==> config.mk <==
export PLATFORM = sky130hd
export DESIGN_NAME = bsg_axil_fifo_master_arbiter_flat
export DESIGN_NICKNAME = d
export VERILOG_FILES = /design/src/rtl/bsg_axil_fifo_master_arbiter_if.sv /design/src/rtl/bsg_axil_fifo_master_arbiter.sv /design/src/flat_wrapper.sv
export SDC_FILE = /design/constraint.sdc
export NUM_CORES = 1
export LEC_CHECK = 0
export BUFFER_PORTS_ARGS = -buffer_cell sky130_fd_sc_hd__buf_2
export CORE_AREA = 2 2 111 113
export DETAILED_ROUTE_END_ITERATION = 8
export DIE_AREA = 0 0 113 115
export HOLD_SLACK_MARGIN = 0.02
export SYNTH_ARGS = -nofsm -noshare
export SYNTH_HDL_FRONTEND = slang
export SYNTH_SLANG_ARGS = --single-unit
==> constraint.sdc <==
create_clock -name clk_i -period 2.6 [get_ports clk_i]
set_input_delay 0.52 -clock clk_i [delete_from_list [all_inputs] [get_ports clk_i]]
set_output_delay 0.52 -clock clk_i [all_outputs]
set_load 0.01 [all_outputs]
==> src/rtl/bsg_axil_fifo_master_arbiter_if.sv <==
// Request/response bundle between N requesters, the arbiter, and the AXI-Lite FIFO master.
// The slave modport is the arbiter's view; the master modport is the environment's view.
interface bsg_axil_fifo_master_arbiter_if #(
  parameter int unsigned num_req_p         = 2,
  parameter int unsigned axil_data_width_p = 32,
  parameter int unsigned axil_addr_width_p = 32
);
  localparam int unsigned mask_width_lp = axil_data_width_p >> 3;

  logic [num_req_p*axil_data_width_p-1:0] req_data_i;
  logic [num_req_p*axil_addr_width_p-1:0] req_addr_i;
  logic [num_req_p*mask_width_lp-1:0]     req_wmask_i;
  logic [num_req_p-1:0]                   req_w_i;
  logic [num_req_p-1:0]                   req_v_i;
  logic [num_req_p-1:0]                   req_ready_and_o;

  logic [axil_data_width_p-1:0]           resp_data_o;
  logic [num_req_p-1:0]                   resp_v_o;
  logic [num_req_p-1:0]                   resp_ready_and_i;

  logic [axil_data_width_p-1:0]           m_data_o;
  logic [axil_addr_width_p-1:0]           m_addr_o;
  logic [mask_width_lp-1:0]               m_wmask_o;
  logic                                   m_w_o;
  logic                                   m_v_o;
  logic                                   m_ready_and_i;

  logic [axil_data_width_p-1:0]           m_data_i;
  logic                                   m_v_i;
  logic                                   m_ready_and_o;

  modport slave (
    input  req_data_i, req_addr_i, req_wmask_i, req_w_i, req_v_i,
    output req_ready_and_o,
    output resp_data_o, resp_v_o,
    input  resp_ready_and_i,
    output m_data_o, m_addr_o, m_wmask_o, m_w_o, m_v_o,
    input  m_ready_and_i,
    input  m_data_i, m_v_i,
    output m_ready_and_o
  );

  modport master (
    output req_data_i, req_addr_i, req_wmask_i, req_w_i, req_v_i,
    input  req_ready_and_o,
    input  resp_data_o, resp_v_o,
    output resp_ready_and_i,
    input  m_data_o, m_addr_o, m_wmask_o, m_w_o, m_v_o,
    output m_ready_and_i,
    output m_data_i, m_v_i,
    input  m_ready_and_o
  );
endinterface

==> src/rtl/bsg_axil_fifo_master_arbiter.sv <==
// Round-robin arbiter in front of a single AXI-Lite FIFO master port. Granted indices are kept
// in an in-order tag FIFO so in-order responses can be steered back to their owners.
module bsg_axil_fifo_master_arbiter #(
  parameter int unsigned num_req_p         = 2,
  parameter int unsigned axil_data_width_p = 32,
  parameter int unsigned axil_addr_width_p = 32,
  parameter int unsigned max_outstanding_p = 4
) (
  input logic clk_i,
  input logic reset_n_i,
  bsg_axil_fifo_master_arbiter_if.slave bus
);
  localparam int unsigned mask_width_lp = axil_data_width_p >> 3;
  localparam int unsigned lg_req_lp     = (num_req_p > 1) ? $clog2(num_req_p) : 1;
  localparam int unsigned ptr_w_lp      = (max_outstanding_p > 1) ? $clog2(max_outstanding_p) : 1;
  localparam int unsigned cnt_w_lp      = $clog2(max_outstanding_p + 1);

  logic [lg_req_lp-1:0] rr_q;
  logic                 lock_q;
  logic [lg_req_lp-1:0] lock_idx_q;
  logic [lg_req_lp-1:0] tag_mem_q [max_outstanding_p];
  logic [ptr_w_lp-1:0]  wr_ptr_q, rd_ptr_q;
  logic [cnt_w_lp-1:0]  count_q;

  logic [lg_req_lp-1:0] scan_grant, grant, tag_head;
  logic                 found;
  int unsigned          idx;
  logic                 tag_full, tag_v, hs, pop, resp_any;

  // First valid requester at or above the round-robin pointer, wrapping.
  always_comb begin
    scan_grant = rr_q;
    found      = 1'b0;
    idx        = 0;
    for (int unsigned i = 0; i < num_req_p; i++) begin
      idx = int'(rr_q) + i;
      if (idx >= num_req_p) idx = idx - num_req_p;
      if (!found && bus.req_v_i[idx]) begin
        found      = 1'b1;
        scan_grant = lg_req_lp'(idx);
      end
    end
  end

  assign grant    = lock_q ? lock_idx_q : scan_grant;
  assign tag_full = (count_q == cnt_w_lp'(max_outstanding_p));
  assign tag_v    = (count_q != '0);
  assign tag_head = tag_mem_q[rd_ptr_q];

  // Handshake outputs are forced low asynchronously while reset is held.
  assign bus.m_v_o  = reset_n_i & bus.req_v_i[grant] & ~tag_full;
  assign hs         = bus.m_v_o & bus.m_ready_and_i;
  assign bus.req_ready_and_o = {{(num_req_p-1){1'b0}}, hs} << grant;

  assign bus.m_data_o  = bus.req_data_i[grant*axil_data_width_p +: axil_data_width_p];
  assign bus.m_addr_o  = bus.req_addr_i[grant*axil_addr_width_p +: axil_addr_width_p];
  assign bus.m_wmask_o = bus.req_wmask_i[grant*mask_width_lp +: mask_width_lp];
  assign bus.m_w_o     = bus.req_w_i[grant];

  assign bus.resp_data_o   = bus.m_data_i;
  assign resp_any          = reset_n_i & bus.m_v_i & tag_v;
  assign bus.resp_v_o      = {{(num_req_p-1){1'b0}}, resp_any} << tag_head;
  assign bus.m_ready_and_o = reset_n_i & tag_v & bus.resp_ready_and_i[tag_head];
  assign pop               = bus.m_v_i & bus.m_ready_and_o;

  always_ff @(posedge clk_i or negedge reset_n_i) begin
    if (!reset_n_i) begin
      rr_q       <= '0;
      lock_q     <= 1'b0;
      lock_idx_q <= '0;
      wr_ptr_q   <= '0;
      rd_ptr_q   <= '0;
      count_q    <= '0;
      for (int unsigned i = 0; i < max_outstanding_p; i++) tag_mem_q[i] <= '0;
    end else begin
      if (hs) begin
        rr_q                <= (grant == lg_req_lp'(num_req_p - 1)) ? '0 : grant + 1'b1;
        lock_q              <= 1'b0;
        tag_mem_q[wr_ptr_q] <= grant;
        wr_ptr_q <= (wr_ptr_q == ptr_w_lp'(max_outstanding_p - 1)) ? '0 : wr_ptr_q + 1'b1;
      end else if (bus.m_v_o) begin
        // Stalled by the master: freeze the presented request until it is taken.
        lock_q     <= 1'b1;
        lock_idx_q <= grant;
      end
      if (pop) begin
        rd_ptr_q <= (rd_ptr_q == ptr_w_lp'(max_outstanding_p - 1)) ? '0 : rd_ptr_q + 1'b1;
      end
      if (hs && !pop)      count_q <= count_q + 1'b1;
      else if (!hs && pop) count_q <= count_q - 1'b1;
    end
  end

  // A response with no outstanding tag has no owner.
  a_no_orphan_resp: assert property (@(posedge clk_i) disable iff (!reset_n_i)
    !(bus.m_v_i && !tag_v));

endmodule

==> src/flat_wrapper.sv <==
// flat-port wrapper written by rule: the top's interface ports become plain ports
module bsg_axil_fifo_master_arbiter_flat 
#(
  parameter int unsigned num_req_p         = 2,
  parameter int unsigned axil_data_width_p = 32,
  parameter int unsigned axil_addr_width_p = 32,
  parameter int unsigned max_outstanding_p = 4
)
  (clk_i, reset_n_i, bus_req_data_i, bus_req_addr_i, bus_req_wmask_i, bus_req_w_i, bus_req_v_i, bus_req_ready_and_o, bus_resp_data_o, bus_resp_v_o, bus_resp_ready_and_i, bus_m_data_o, bus_m_addr_o, bus_m_wmask_o, bus_m_w_o, bus_m_v_o, bus_m_ready_and_i, bus_m_data_i, bus_m_v_i, bus_m_ready_and_o);
  bsg_axil_fifo_master_arbiter_if #(.num_req_p(num_req_p), .axil_data_width_p(axil_data_width_p), .axil_addr_width_p(axil_addr_width_p)) bus_i ();
  input logic clk_i;
  input logic reset_n_i;
  input wire logic [$bits(bus_i.req_data_i)-1:0] bus_req_data_i;
  input wire logic [$bits(bus_i.req_addr_i)-1:0] bus_req_addr_i;
  input wire logic [$bits(bus_i.req_wmask_i)-1:0] bus_req_wmask_i;
  input wire logic [$bits(bus_i.req_w_i)-1:0] bus_req_w_i;
  input wire logic [$bits(bus_i.req_v_i)-1:0] bus_req_v_i;
  output wire logic [$bits(bus_i.req_ready_and_o)-1:0] bus_req_ready_and_o;
  output wire logic [$bits(bus_i.resp_data_o)-1:0] bus_resp_data_o;
  output wire logic [$bits(bus_i.resp_v_o)-1:0] bus_resp_v_o;
  input wire logic [$bits(bus_i.resp_ready_and_i)-1:0] bus_resp_ready_and_i;
  output wire logic [$bits(bus_i.m_data_o)-1:0] bus_m_data_o;
  output wire logic [$bits(bus_i.m_addr_o)-1:0] bus_m_addr_o;
  output wire logic [$bits(bus_i.m_wmask_o)-1:0] bus_m_wmask_o;
  output wire logic [$bits(bus_i.m_w_o)-1:0] bus_m_w_o;
  output wire logic [$bits(bus_i.m_v_o)-1:0] bus_m_v_o;
  input wire logic [$bits(bus_i.m_ready_and_i)-1:0] bus_m_ready_and_i;
  input wire logic [$bits(bus_i.m_data_i)-1:0] bus_m_data_i;
  input wire logic [$bits(bus_i.m_v_i)-1:0] bus_m_v_i;
  output wire logic [$bits(bus_i.m_ready_and_o)-1:0] bus_m_ready_and_o;
  assign bus_i.req_data_i = bus_req_data_i;
  assign bus_i.req_addr_i = bus_req_addr_i;
  assign bus_i.req_wmask_i = bus_req_wmask_i;
  assign bus_i.req_w_i = bus_req_w_i;
  assign bus_i.req_v_i = bus_req_v_i;
  assign bus_req_ready_and_o = bus_i.req_ready_and_o;
  assign bus_resp_data_o = bus_i.resp_data_o;
  assign bus_resp_v_o = bus_i.resp_v_o;
  assign bus_i.resp_ready_and_i = bus_resp_ready_and_i;
  assign bus_m_data_o = bus_i.m_data_o;
  assign bus_m_addr_o = bus_i.m_addr_o;
  assign bus_m_wmask_o = bus_i.m_wmask_o;
  assign bus_m_w_o = bus_i.m_w_o;
  assign bus_m_v_o = bus_i.m_v_o;
  assign bus_i.m_ready_and_i = bus_m_ready_and_i;
  assign bus_i.m_data_i = bus_m_data_i;
  assign bus_i.m_v_i = bus_m_v_i;
  assign bus_m_ready_and_o = bus_i.m_ready_and_o;
  bsg_axil_fifo_master_arbiter #(.num_req_p(num_req_p), .axil_data_width_p(axil_data_width_p), .axil_addr_width_p(axil_addr_width_p), .max_outstanding_p(max_outstanding_p)) u_core (.clk_i(clk_i), .reset_n_i(reset_n_i), .bus(bus_i));
endmodule
**After elaboration in Yosys (flattened, before gate mapping)**

Index checks and enable logic that the tools add are counted.

- Add/sub/neg operators: 8
- $mul: 0
- Div/mod/pow operators: 0
- Magnitude comparators: 9
- Eq/ne operators: 3
- Shift-type cells: 5
- Muxes and demuxes: 29
- Bitwise operators: 12
- Reductions and logical operators: 11

Operators by type and width:

| cell | count |
|---|---|
| $shiftx A64 B7 Y32 | 2 |
| $lt A32 B2 Y1 const B | 2 |
| $mux W32 | 2 |
| $ge A32 B2 Y1 const B | 1 |
| $sub A32 B2 Y32 const B | 1 |
| $mux W1 | 20 |
| $and A1 B1 Y1 | 8 |
| $shiftx A8 B4 Y4 | 1 |
| $ge A3 B3 Y1 const B | 2 |
| $mux W3 | 2 |
| $not A2 Y3 | 2 |
| $add A2 B1 Y2 const B | 2 |
| $bwmux W4 | 1 |
| $eq A2 B2 Y1 const B | 2 |
| $logic_and A1 B1 Y1 | 4 |
| $lt A1 B2 Y1 const B | 2 |
| $mux W2 | 2 |
| $reduce_bool A2 Y1 | 2 |
| $shl A1 B1 Y2 | 2 |
| $add A3 B1 Y3 const B | 1 |
| $eq A3 B3 Y1 const B | 1 |
| $logic_not A1 Y1 | 3 |
| $lt A3 B1 Y1 const B | 1 |
| $reduce_bool A3 Y1 | 1 |
| other kinds (9) | 10 |

- Register bits: 14
- Latch bits: 0
- Memory bits (writable): 0
- Bits in read-only memories: 0
- Bits of input ports: 178
- Output and inout port bits: 107
- Memories kept: 0

**Depth between registers and ports, before layout**

Gate-level depths: netlist of run 1.

- Word-level depth: 18
- Mapped depth: 11
- Depth with buffers taken out: 10

**Worst setup path after synthesis of run 1**

OpenSTA, ideal clock, no wires.

- Path type: in2reg
- From: input bus_req_v_i[0]
- To: register u_core.count_q[2]
- Arrival: 2.373 ns
- Slack: 0.148 ns
- Stages: 11
- Path buffers: 1
- Path through: o21ai_0 -> a211oi_2 -> nand2_1 -> inv_2 -> buf_4 -> ha_1 -> inv_1 -> fa_1 -> xor2_1 -> nor2_1 -> xor2_1

- Word-level cells in the longest chain between the ends: 15
- Elaborated cells between the ends (all ways): 20
- Those cells by class: mux (11); bitwise (3); reduce/logical (6)

Ends and longest elaborated chain:

| what | line | RTL |
|---|---|---|
| start: declaration | flat_wrapper.sv:17 | `input wire logic [$bits(bus_i.req_v_i)-1:0] bus_req_v_i;` |
| $mux W1 (not written as such) (2 in series) | bsg_axil_fifo_master_arbiter.sv:38 | `if (!found && bus.req_v_i[idx]) begin` |
| $mux W1 | bsg_axil_fifo_master_arbiter.sv:38 |  |
| $logic_not A1 Y1 | bsg_axil_fifo_master_arbiter.sv:38 |  |
| $logic_and A1 B1 Y1 | bsg_axil_fifo_master_arbiter.sv:38 |  |
| $mux W1 | bsg_axil_fifo_master_arbiter.sv:38 |  |
| $mux W1 | bsg_axil_fifo_master_arbiter.sv:45 | `assign grant = lock_q ? lock_idx_q : scan_grant;` |
| $mux W1 (not written as such) (*) (2 in series) | bsg_axil_fifo_master_arbiter.sv:51 | `assign bus.m_v_o = reset_n_i & bus.req_v_i[grant] & ~tag_full;` |
| $and A1 B1 Y1 (*) (2 in series) | bsg_axil_fifo_master_arbiter.sv:51 |  |
| net bus_m_v_o | flat_wrapper.sv:26 | `output wire logic [$bits(bus_i.m_v_o)-1:0] bus_m_v_o;` |
| $and A1 B1 Y1 (*) | bsg_axil_fifo_master_arbiter.sv:52 | `assign hs = bus.m_v_o & bus.m_ready_and_i;` |
| net u_core.hs | bsg_axil_fifo_master_arbiter.sv:28 | `logic tag_full, tag_v, hs, pop, resp_any;` |
| $logic_not A1 Y1 | bsg_axil_fifo_master_arbiter.sv:90 | `else if (!hs && pop) count_q <= count_q - 1'b1;` |
| $logic_and A1 B1 Y1 | bsg_axil_fifo_master_arbiter.sv:90 |  |
| $reduce_bool A2 Y1 (no source line) | -- |  |
| end signal: assignment | bsg_axil_fifo_master_arbiter.sv:89 | `if (hs && !pop) count_q <= count_q + 1'b1;` |
| end signal: assignment | bsg_axil_fifo_master_arbiter.sv:90 |  |
| end: declaration | bsg_axil_fifo_master_arbiter.sv:23 | `logic [cnt_w_lp-1:0] count_q;` |

Mark *: on every way through the listed nets, which the timed path passes. The rest lies on a longest branch. The select of a mux whose other input is x is not followed.
A chain may end at the register's enable or synchronous reset.

**Final worst setup path of run 1**

- From: input bus_req_v_i[0]
- To: output bus_m_data_o[27]

- Word-level cells in the longest chain between the ends: 8
- Elaborated cells between the ends (all ways): 11
- Those cells by class: shift (1); mux (8); reduce/logical (2)

Ends and longest elaborated chain:

| what | line | RTL |
|---|---|---|
| $mux W1 (not written as such) (2 in series) | bsg_axil_fifo_master_arbiter.sv:38 |  |
| $mux W1 | bsg_axil_fifo_master_arbiter.sv:38 |  |
| $logic_not A1 Y1 | bsg_axil_fifo_master_arbiter.sv:38 |  |
| $logic_and A1 B1 Y1 | bsg_axil_fifo_master_arbiter.sv:38 |  |
| $mux W1 (*) | bsg_axil_fifo_master_arbiter.sv:38 |  |
| $mux W1 (*) | bsg_axil_fifo_master_arbiter.sv:45 |  |
| $shiftx A64 B7 Y32 (*) | bsg_axil_fifo_master_arbiter.sv:55 | `assign bus.m_data_o = bus.req_data_i[grant*axil_data_width_p +: axil_data_width_p];` |
| end: declaration | flat_wrapper.sv:22 | `output wire logic [$bits(bus_i.m_data_o)-1:0] bus_m_data_o;` |

Every way passes the cells marked *; elsewhere a longest branch is shown, timed or not. The select of a mux whose other input is x is not followed.

==> run metrics, run 1 <==
status=complete, but fails checks; violated checks=DRC; synth warn=0; Clock transition at path regs=40 ps; CP cell instances=buf_2 -> inv_1 -> maj3_2 -> mux2_8 -> buf_12 -> mux2_4 -> buf_2; area growth from synthesis to layout=47.10%; Final Slew Violations=0; slowest CP cell=mux2_4; Lkg Pwr=1.902 nW; Critical Path Fanout Max=35; WL met1=2843 um; H-tree depth=1; worst skew pair latency=240 ps; crit end category=primary output; Synth Flop Type=dfrtp_1; Crit Path Class=in -> out; Net count, final=558; TNS Setup=0 ps; Global Route Usage Sum=10.04%; Util after Layout=27.69%; area leader, netlist=mux2_4; Synth Net Count=367; EDFF count, synth=0; Max clock buf depth=2; final setup fails=0; CTS tree=yes; Crit Reg-Reg Startpoint=u_core.rd_ptr_q[0]$_DFFE_PN0P_; max_slew headroom=72.80%; post-detail-place hpwl=6840 um; most frequent cell after synthesis=mux2_4; Hold Violations, Final=0; max-cap violation count=0; synthesized flop and latch total=14; vias post-DR=2085; port bufs=220; Worst Path Required=2080 ps; peak per-stage delay on the critical path=350 ps; DIE AREA=13000 sq um; DP Worst Slack=66.74 ps; RSZ-0062 raised after global routing=false; Critical R2R Capture=u_core.count_q[1]$_DFFE_PN0P_; most frequent CP cell=buf_2; slack of the worst reg-to-reg path=180 ps; family with the most delay on the worst path=multiplexers; average wire per standard cell=14.66 um; Synth area leaders=mux2_4 (47%), dfrtp_1 (16%), buf_4 (11%); DP Cell Count=515; clock skew=1.879 ps; Syn Inst Count=182; HP Class=in -> async; GP Congestion=0.7420; critical path arrival=2020 ps; routed wl met3=793 um; Final ANT Viol Nets=0; Syn Std Cell Area=2223 sq um; WL met2=3954 um; total detailed-routing wirelength=7592 um; number of global-route vias before repair=1979; largest net degree at the start of global routing=36; Seq/Total Area, Yosys=15.76%; Critical Path Source Type=input pin; pwr dens=999.2 nW/um^2; core area=11810 sq um; antenna violations before repair=0; Rows=40; Worst R2R Path Depth=8; Yosys cell types=27; first-pass GRT wire length=10430 um; vias per cell=4.025; layout cells sized above 1=82.48%; CTS buffer count=3; Final min period=2544 ps; Max Used Layer=met3; GRT overflow=0; clk sinks=14; Final WS setup=56.09 ps; ys async rst share=100.0%; Ports=285; top post-synthesis cells by count=mux2_4 (69), buf_4 (33), dfrtp_1 (14), nor2_1 (11), buf_12 (7); peak supply drop=650.4 uV; Post-CTS Setup Inserts=0; Worst-Margin Slew=401.7 ps; die width=113 um; CTS root buf=clkbuf_16; Non-Filler Instances=518; post-synth top area share=46.60%; maximum clock frequency=393.1 MHz; Tcrit/Tclk final=97.84%; Starting Density=18.82%; WP buf/inv=4; detailed-route DRC error count=20; Antenna diodes=0; die height=115 um; Pre-antenna DRT Iters=6; DRT iter0 DRCs=67; Synth Area per Inst=12.22 sq um
[registers in the layout, summed over array words and instances, names as in the netlist]
signal	count
u_core.rd_ptr_q	2
u_core.lock_q	1
u_core.count_q	3
u_core.wr_ptr_q	2
u_core.lock_idx_q	1
u_core.tag_mem_q	4
u_core.rr_q	1
[how the worst max path moves through the flow]
stage | depth (start not counted) | slack (ps) | startpoint | to
after floorplan | 11 | 150 | bus_req_v_i[0] | u_core.count_q[2]$_DFFE_PN0P_
after global placement | 7 | 70 | bus_req_v_i[0] | bus_m_data_o[27]
after detailed placement | 7 | 70 | bus_req_v_i[0] | bus_m_data_o[27]
after CTS | 7 | 60 | bus_req_v_i[0] | bus_m_data_o[27]
after global routing | 8 | 20 | u_core.rd_ptr_q[0]$_DFFE_PN0P_ | u_core.count_q[1]$_DFFE_PN0P_
final | 7 | 60 | bus_req_v_i[0] | bus_m_data_o[27]
[metal layers]
| metal | vias up | track usage (%) |
|---|---|---|
| met5 | - | 0 |
| met4 | 0 | 1.220 |
| met3 | 0 | 2.899 |
| met2 | 127 | 18.60 |
| met1 | 967 | 11.86 |
| li1 | 991 | - |
[logic make-up after synthesis]
family	after synthesis	share of synthesized area, %
AND/OR/NAND/NOR	16	2.983
flip-flops	14	15.76
multiplexers	78	52.17
buffers and inverters	47	18.63
AO/OA/AOI/OAI	16	4.502
XOR/XNOR	3	1.182
adder cells (fa/ha/maj)	8	4.783
[cell usage in the layout (no fill, tap or decap), drive strengths merged]
cell / count
xnor2: 1
o31ai: 1
clkbuf: 3
fa: 1
ha: 6
maj3: 1
mux4: 1
nor3b: 1
xor2: 2
a21oi: 5
mux2: 74
o21ai: 3
inv: 7
nor2: 11
a31oi: 5
o311ai: 1
buf: 226
mux2i: 3
a211oi: 1
nor2b: 1
dfrtp: 14
nand2: 3
[what timing repair did]
action | 4_1_cts | 5_1_grt
setup endpoints to repair | 0 | 2
hold buffers | 0 | 0
gates resized for setup | 0 | 2
[metrics by stage]
step | hold WS, ps | power, mW | cell area, sq um
2_1_floorplan | 224.4 | 2.467 | 2223
3_3_place_gp | 480.7 | 2.960 | 3191
3_5_place_dp | 484.6 | 3.009 | 3191
4_1_cts | 233.5 | 3.307 | 3266
5_1_grt | 247.2 | 3.481 | 3271
6_report | 229.9 | 3.268 | 3271
[final cells by class]
class                           instances  area [sq um]
Fill cell                            1260          8541
Multi-Input combinational cell        121          1463
Timing Repair Buffer                  226          1171
Sequential cell                        14         351.6
Tap cell                              147         183.9
Clock buffer                            3         75.07
Inverter                                7         26.28
[power breakdown]
part           switching [mW]  internal, mW  total, mW
clock network          0.0797         0.200      0.280
registers               0.123         0.330      0.454
logic                    1.12          1.41       2.53
total                    1.33          1.94       3.27
Note: power is estimated with default switching activity, not from simulation.
==> run 2, diff against run 1 <==
--- a/config.mk
+++ b/config.mk
@@ -7,9 +7,12 @@
 export LEC_CHECK = 0
 export BUFFER_PORTS_ARGS = -buffer_cell sky130_fd_sc_hd__buf_2
 export CORE_AREA = 2 2 111 113
+export CTS_BUF_LIST = sky130_fd_sc_hd__clkbuf_8
 export DETAILED_ROUTE_END_ITERATION = 8
 export DIE_AREA = 0 0 113 115
 export HOLD_SLACK_MARGIN = 0.02
+export PLACE_DENSITY_LB_ADDON = 0.12
 export SYNTH_ARGS = -nofsm -noshare
 export SYNTH_HDL_FRONTEND = slang
 export SYNTH_SLANG_ARGS = --single-unit
+export TNS_END_PERCENT = 10
==> run 2 against run 1 <==
  * The run still ends with DRC left
  * Worst hold slack better by 11 ps
  * Final area up 1.7%
  * Utilization grew 0.47 points
  * Register-to-register slack lost 30 ps
  * Power increased by 0.25%
  * Count of clock-buffer cells in the layout grew 1
  * Clock skew increased by 1.1 ps
  * Fmax up 1.4%
==> run metrics, run 2 (synthesized netlist as in run 1, its figures left out) <==
status=complete, but fails checks; violated checks=DRC; Critical R2R Capture=u_core.count_q[1]$_DFFE_PN0P_; H-tree depth=1 (unchanged); Clock transition at path regs=60 ps (+20 ps); WP buf/inv=4 (unchanged); area growth from synthesis to layout=49.58%; max reg flops=4 (unchanged); CTS buffer count=3 (unchanged); Pre-antenna DRT Iters=6 (unchanged); clk sinks=14 (unchanged); post-detail-place hpwl=6758 um (-1.2%); Hold Violations, Final=0 (unchanged); commonest cells after routing, fill and taps aside=buf_2 (220), mux2_4 (69), dfrtp_1 (14); CP cell instances=buf_2 -> inv_1 -> maj3_2 -> mux2_8 -> buf_12 -> mux2_4 -> buf_2; Final Instance Area=3326 sq um (+1.7%); maximum clock frequency=398.6 MHz (+1.4%); hold buffers post-CTS=0 (unchanged); CTS root buf=clkbuf_8; Crit Path Class=in -> out; Util after Layout=28.16% (+0.47 points); clock skew=3.026 ps (+1.147 ps); detailed-route DRC error count=20 (unchanged); final setup fails=0 (unchanged); max-cap violation count=0 (unchanged); crit end category=primary output; max_slew headroom=72.37% (-0.43 points); Antenna diodes=0 (unchanged); vias per cell=3.956 (-1.7%); core area=11810 sq um (unchanged); DRT iter0 DRCs=45 (-33%); Max clock buf depth=2 (unchanged); HP Class=in -> async; GRT overflow=0 (unchanged); vias post-DR=2081 (-0.19%); Global Route Usage Sum=10.36% (+0.32 points); port bufs=220 (unchanged); Final ANT Viol Nets=0 (unchanged); Critical Path Fanout Max=19 (-46%); total detailed-routing wirelength=7676 um (+1.1%); slowest CP cell=mux2_8; Worst R2R Path Depth=8 (unchanged); Non-Filler Instances=526 (+1.5%); first-pass GRT wire length=10580 um (+1.4%); Worst-Margin Slew=408.0 ps (+6.321 ps); GP Congestion=0.7028 (-5.3%); DP Cell Count=520 (+0.97%); number of global-route vias before repair=1863 (-5.9%); Critical Path Source Type=input pin; largest registers=u_core.tag_mem_q x4, u_core.count_q x3; TNS Setup=0 ps (unchanged); Final min period=2509 ps (-34.93 ps); Comb pwr share=80.1% (+2.6 points); Worst Path Required=2080 ps (about the same); sequential power share=13.4% (-0.5 points); slack of the worst reg-to-reg path=150 ps (-30 ps); Net Sw Frac=40.20% (-0.37 points); Net count, final=565 (+1.3%); layout cells sized above 1=83.11% (+0.63 points); die height=115 um (unchanged); die width=113 um (unchanged); Crit Reg-Reg Startpoint=u_core.rd_ptr_q[0]$_DFFE_PN0P_; Lkg Pwr=1.937 nW (+1.9%); peak supply drop=345.6 uV (-47%); antenna violations before repair=0 (unchanged); DIE AREA=13000 sq um (unchanged); Clk network pwr share=6.5% (-2.1 points); dpl cell area=3241 sq um (+1.6%); critical path arrival=1990 ps (-30 ps); most common cell after layout, fill and taps aside=buf_2; CTS tree=yes; Starting Density=18.82% (unchanged); most frequent CP cell=buf_2; pwr dens=985.1 nW/um^2 (-1.4%); Internal Power=1.959 mW (+0.87%); switching pwr=1.317 mW (-0.66%); largest reg by FF count=u_core.tag_mem_q; Ports=285 (unchanged); Final Slew Violations=0 (unchanged); family with the most delay on the worst path=multiplexers; largest net degree at the start of global routing=20 (-44%); peak per-stage delay on the critical path=370 ps (+20 ps); Rows=40 (unchanged); worst skew pair latency=240 ps (about the same); average wire per standard cell=14.59 um (-0.43%); Tcrit/Tclk final=96.50% (-1.3 points)
## run 2: final cells by class
cell class | instances | area [sq um]
clock buffer | 4 | 55.05
fill | 1294 | 8486
inverter | 7 | 26.28
multi-input combinational | 121 | 1474
sequential | 14 | 350.3
tap | 147 | 183.9
timing repair buffer | 233 | 1236
## run 2: worst max path at each step
stage          slack (ps)                      startpoint                       endpoint  depth (start not counted)
2_1_floorplan         150                  bus_req_v_i[0]  u_core.count_q[2]$_DFFE_PN0P_                         11
6_report               90                  bus_req_v_i[0]               bus_m_wmask_o[2]                          7
3_5_place_dp           80                  bus_req_v_i[0]               bus_m_wmask_o[2]                          7
5_1_grt                -6  u_core.rd_ptr_q[0]$_DFFE_PN0P_  u_core.count_q[2]$_DFFE_PN0P_                         10
4_1_cts                80                  bus_req_v_i[0]               bus_m_wmask_o[2]                          7
3_3_place_gp           80                  bus_req_v_i[0]               bus_m_data_o[15]                          7
## run 2: through the flow
step                      total power, mW  hold slack (ps)  worst slack, ps
after CTS                           3.308            259.0            80.42
after global routing                3.523            264.8           -5.997
after global placement              3.088            502.8            83.79
final                               3.276            240.4            91.03
after detailed placement            3.085            489.4            82.21
after floorplan                     2.467            224.4            147.6
## run 2: repair_timing
action,4_1_cts,5_1_grt
resized for setup,0,4
setup buffers,0,2
endpoints found under the setup margin,0,2
hold endpoints to repair,0,0
## run 2: routing by layer
layer / global-route usage (%) / vias up / share of wire, %
met4: 1.301 / 0 / 0.23
met3: 2.425 / 2 / 9.7
li1: - / 1002 / -
met2: 19.60 / 114 / 52
met5: 0 / - / 0
met1: 12.23 / 963 / 38
## run 2: power by group through the flow
stage	registers, mW	logic [mW]	clock network, mW
floorplan	0.416	2.05	0
finish	0.440	2.62	0.212
CTS	0.444	2.65	0.217
global route	0.462	2.83	0.229
global placement	0.447	2.64	0
detailed placement	0.446	2.64	0
==> run 3, diff against run 2 <==
--- a/config.mk
+++ b/config.mk
@@ -6,10 +6,10 @@
 export NUM_CORES = 1
 export LEC_CHECK = 0
 export BUFFER_PORTS_ARGS = -buffer_cell sky130_fd_sc_hd__buf_2
-export CORE_AREA = 2 2 111 113
+export CORE_AREA = 2 2 109 111
 export CTS_BUF_LIST = sky130_fd_sc_hd__clkbuf_8
 export DETAILED_ROUTE_END_ITERATION = 8
-export DIE_AREA = 0 0 113 115
+export DIE_AREA = 0 0 111 113
 export HOLD_SLACK_MARGIN = 0.02
 export PLACE_DENSITY_LB_ADDON = 0.12
 export SYNTH_ARGS = -nofsm -noshare
==> constraint.sdc (replaced) <==
create_clock -name clk_i -period 2.2 [get_ports clk_i]
set_input_delay 0.44 -clock clk_i [delete_from_list [all_inputs] [get_ports clk_i]]
set_output_delay 0.44 -clock clk_i [all_outputs]
set_load 0.01 [all_outputs]
==> run 3 against run 2 <==
  * First-iteration DRC count shrank 8.9%
  * Sequential share of layout area shrank 0.26 points
  * The run ends with setup timing left
  * Count of clock-buffer cells in the layout shrank 1
  * Final area grew 2.6%
  * Power grew 20%
  * Flip-flop and latch count is the same
  * Sequential power grew 13%
  * Die area shrank 3.5%
  * Combinational power grew 24%
  * Clock skew shrank 1.8 ps
  * Cell count grew 2.3%
==> run metrics, run 3 (synthesized netlist as in run 1, its figures left out) <==
first-pass GRT wire length=11360 um (+7.4%); final setup fails=71 (+71); GRT overflow=0 (unchanged); RSZ-0062 raised after global routing=true; largest reg by FF count=u_core.tag_mem_q; busiest grt layer=met2; area of the multi-input gates=1480 sq um (+0.42%); crit end category=primary output; peak supply drop=540.5 uV (+56%); Hold Violations, Final=0 (unchanged); Rows=39 (-2.5%); CTS tree=yes; most common cell after layout, fill and taps aside=buf_2; max-cap violation count=0 (unchanged); area growth from synthesis to layout=53.40%; total detailed-routing wirelength=7695 um (+0.25%); met3 Usage GRT=3.535% (+1.1 points); register area=350.3 sq um (unchanged); GR Layer Usage met1=12.92% (+0.69 points); Global Route Usage Sum=11.33% (+0.97 points); Critical R2R Capture=u_core.count_q[1]$_DFFE_PN0P_; slack of the worst reg-to-reg path=-80 ps (-230 ps); detailed-route DRC error count=0 (-100%); Lkg Pwr=1.993 nW (+2.9%); clk sinks=14 (unchanged); status=complete, but fails checks; die width=111 um (-1.8%); die height=113 um (-1.7%); clock skew=1.240 ps (-1.785 ps); Tcrit/Tclk final=109.1%; Starting Density=19.72% (+0.90 points); Pwr Total=3.938 mW (+20%); Worst Path Required=1760 ps (-320 ps); WP buf/inv=2 (-2); family with the most delay on the worst path=multiplexers; Final ANT Viol Nets=0 (unchanged); maximum clock frequency=416.8 MHz; max_slew headroom=73.01% (+0.64 points); Final WS setup=-199.5 ps (-290.5 ps); HP Class=in -> async; DRT iter0 DRCs=41 (-8.9%); critical path arrival=1960 ps (-30 ps); vias post-DR=2126 (+2.2%); pwr dens=1155 nW/um^2 (+17%); largest registers=u_core.tag_mem_q x4, u_core.count_q x3; Ports=285 (unchanged); port bufs=220 (unchanged); Max clock buf depth=2 (unchanged); Net count, final=581 (+2.8%); Pre-antenna DRT Iters=3 (-3); slowest CP cell=dfrtp_1; core area=11270 sq um (-4.6%); largest net degree at the start of global routing=29 (+45%); fillers=1186 (-8.3%); worst skew pair latency=240 ps (about the same); Critical Path Fanout Max=28 (+9); Final min period=2399 ps; Crit Path Class=reg -> out; CTS root buf=clkbuf_8; CP cell instances=maj3_2 -> mux2_8 -> buf_12 -> mux2_4 -> buf_2; Final Slew Violations=0 (unchanged); antenna violations before repair=1 (+1); peak per-stage delay on the critical path=390 ps (+20 ps); Worst R2R Path Depth=8 (unchanged); global routing usage on met2=21.10% (+1.5 points); Clock transition at path regs=60 ps (about the same); layout cells sized above 1=84.52% (+1.4 points); CTS buffer count=3 (unchanged); H-tree depth=1 (unchanged); GP Congestion=0.7675 (+9.2%); DIE AREA=12540 sq um (-3.5%); Util after Layout=30.26% (+2.1 points); Crit Reg-Reg Startpoint=u_core.rd_ptr_q[0]$_DFFE_PN0P_; post-detail-place hpwl=6935 um (+2.6%); max reg flops=4 (unchanged); Worst-Margin Slew=398.6 ps (-9.455 ps); Critical Path Source Type=register; hold buffers post-CTS=0 (unchanged); violated checks=setup timing; vias per cell=3.952 (-0.12%); commonest cells after routing, fill and taps aside=buf_2 (220), mux2_4 (69), buf_4 (28); average wire per standard cell=14.30 um (-2.0%); number of global-route vias before repair=2146 (+15%)
## run 3: cell count changes in the layout (fill, tap and decap cells not counted), sizes merged
cell,change
buf,+16
diode,+1
clkbuf,-1
## run 3: area by class of cell
| class | count | area share (%) |
|---|---|---|
| Tap cell | 143 | 5.246 |
| Timing Repair Buffer | 249 | 39.03 |
| Clock buffer | 3 | 1.211 |
| Multi-Input combinational cell | 121 | 43.40 |
| Inverter | 7 | 0.7704 |
| Sequential cell | 14 | 10.27 |
| Antenna cell | 1 | 0.07337 |
## run 3: report_power, final
group | leakage, nW | switching, mW | internal [mW] | total (mW)
Sequential | 0.162 | 0.108 | 0.388 | 0.496
Combinational | 1.81 | 1.37 | 1.86 | 3.24
Clock | 0.0216 | 0.0843 | 0.121 | 0.205
## run 3: stage by stage
| step | instance area [sq um] | setup TNS [ps] | instances | setup WS (ps) | hold WS (ps) |
|---|---|---|---|---|---|
| 2_1_floorplan | 2242 | -205.0 | 182 | -121.5 | 144.4 |
| 3_3_place_gp | 3353 | -7176 | 533 | -118.2 | 400.7 |
| 3_5_place_dp | 3353 | -8078 | 533 | -132.4 | 398.3 |
| 4_1_cts | 3395 | -13660 | 536 | -212.9 | 141.9 |
| 5_1_grt | 3411 | -16690 | 538 | -257.3 | 152.1 |
| 6_report | 3411 | -12640 | 538 | -199.5 | 140.8 |
## run 3: timing repair
action / 4_1_cts / 5_1_grt
pin swaps: 3 / 3
setup buffers: 0 / 1
resized for setup: 0 / 3
setup endpoints to repair: 71 / 72
## run 3: how the worst max path moves through the flow
stage,startpoint,to,depth (start not counted)
floorplan,u_core.rd_ptr_q[0]$_DFFE_PN0P_,u_core.count_q[1]$_DFFE_PN0P_,8
global placement,bus_req_v_i[0],bus_m_data_o[24],7
detailed placement,bus_req_v_i[0],bus_m_data_o[13],7
CTS,u_core.rr_q$_DFFE_PN0P_,bus_m_data_o[13],5
global route,u_core.rr_q$_DFFE_PN0P_,bus_m_data_o[13],5
finish,u_core.rr_q$_DFFE_PN0P_,bus_m_data_o[10],5
## run 3: metal layers
layer	wire length [um]	part of all wire, %	vias to the layer above
met3	708	9.2	2
met1	2919	38	974
li1	-	-	1037
met4	14	0.18	0
met5	0	0	-
met2	4052	53	113
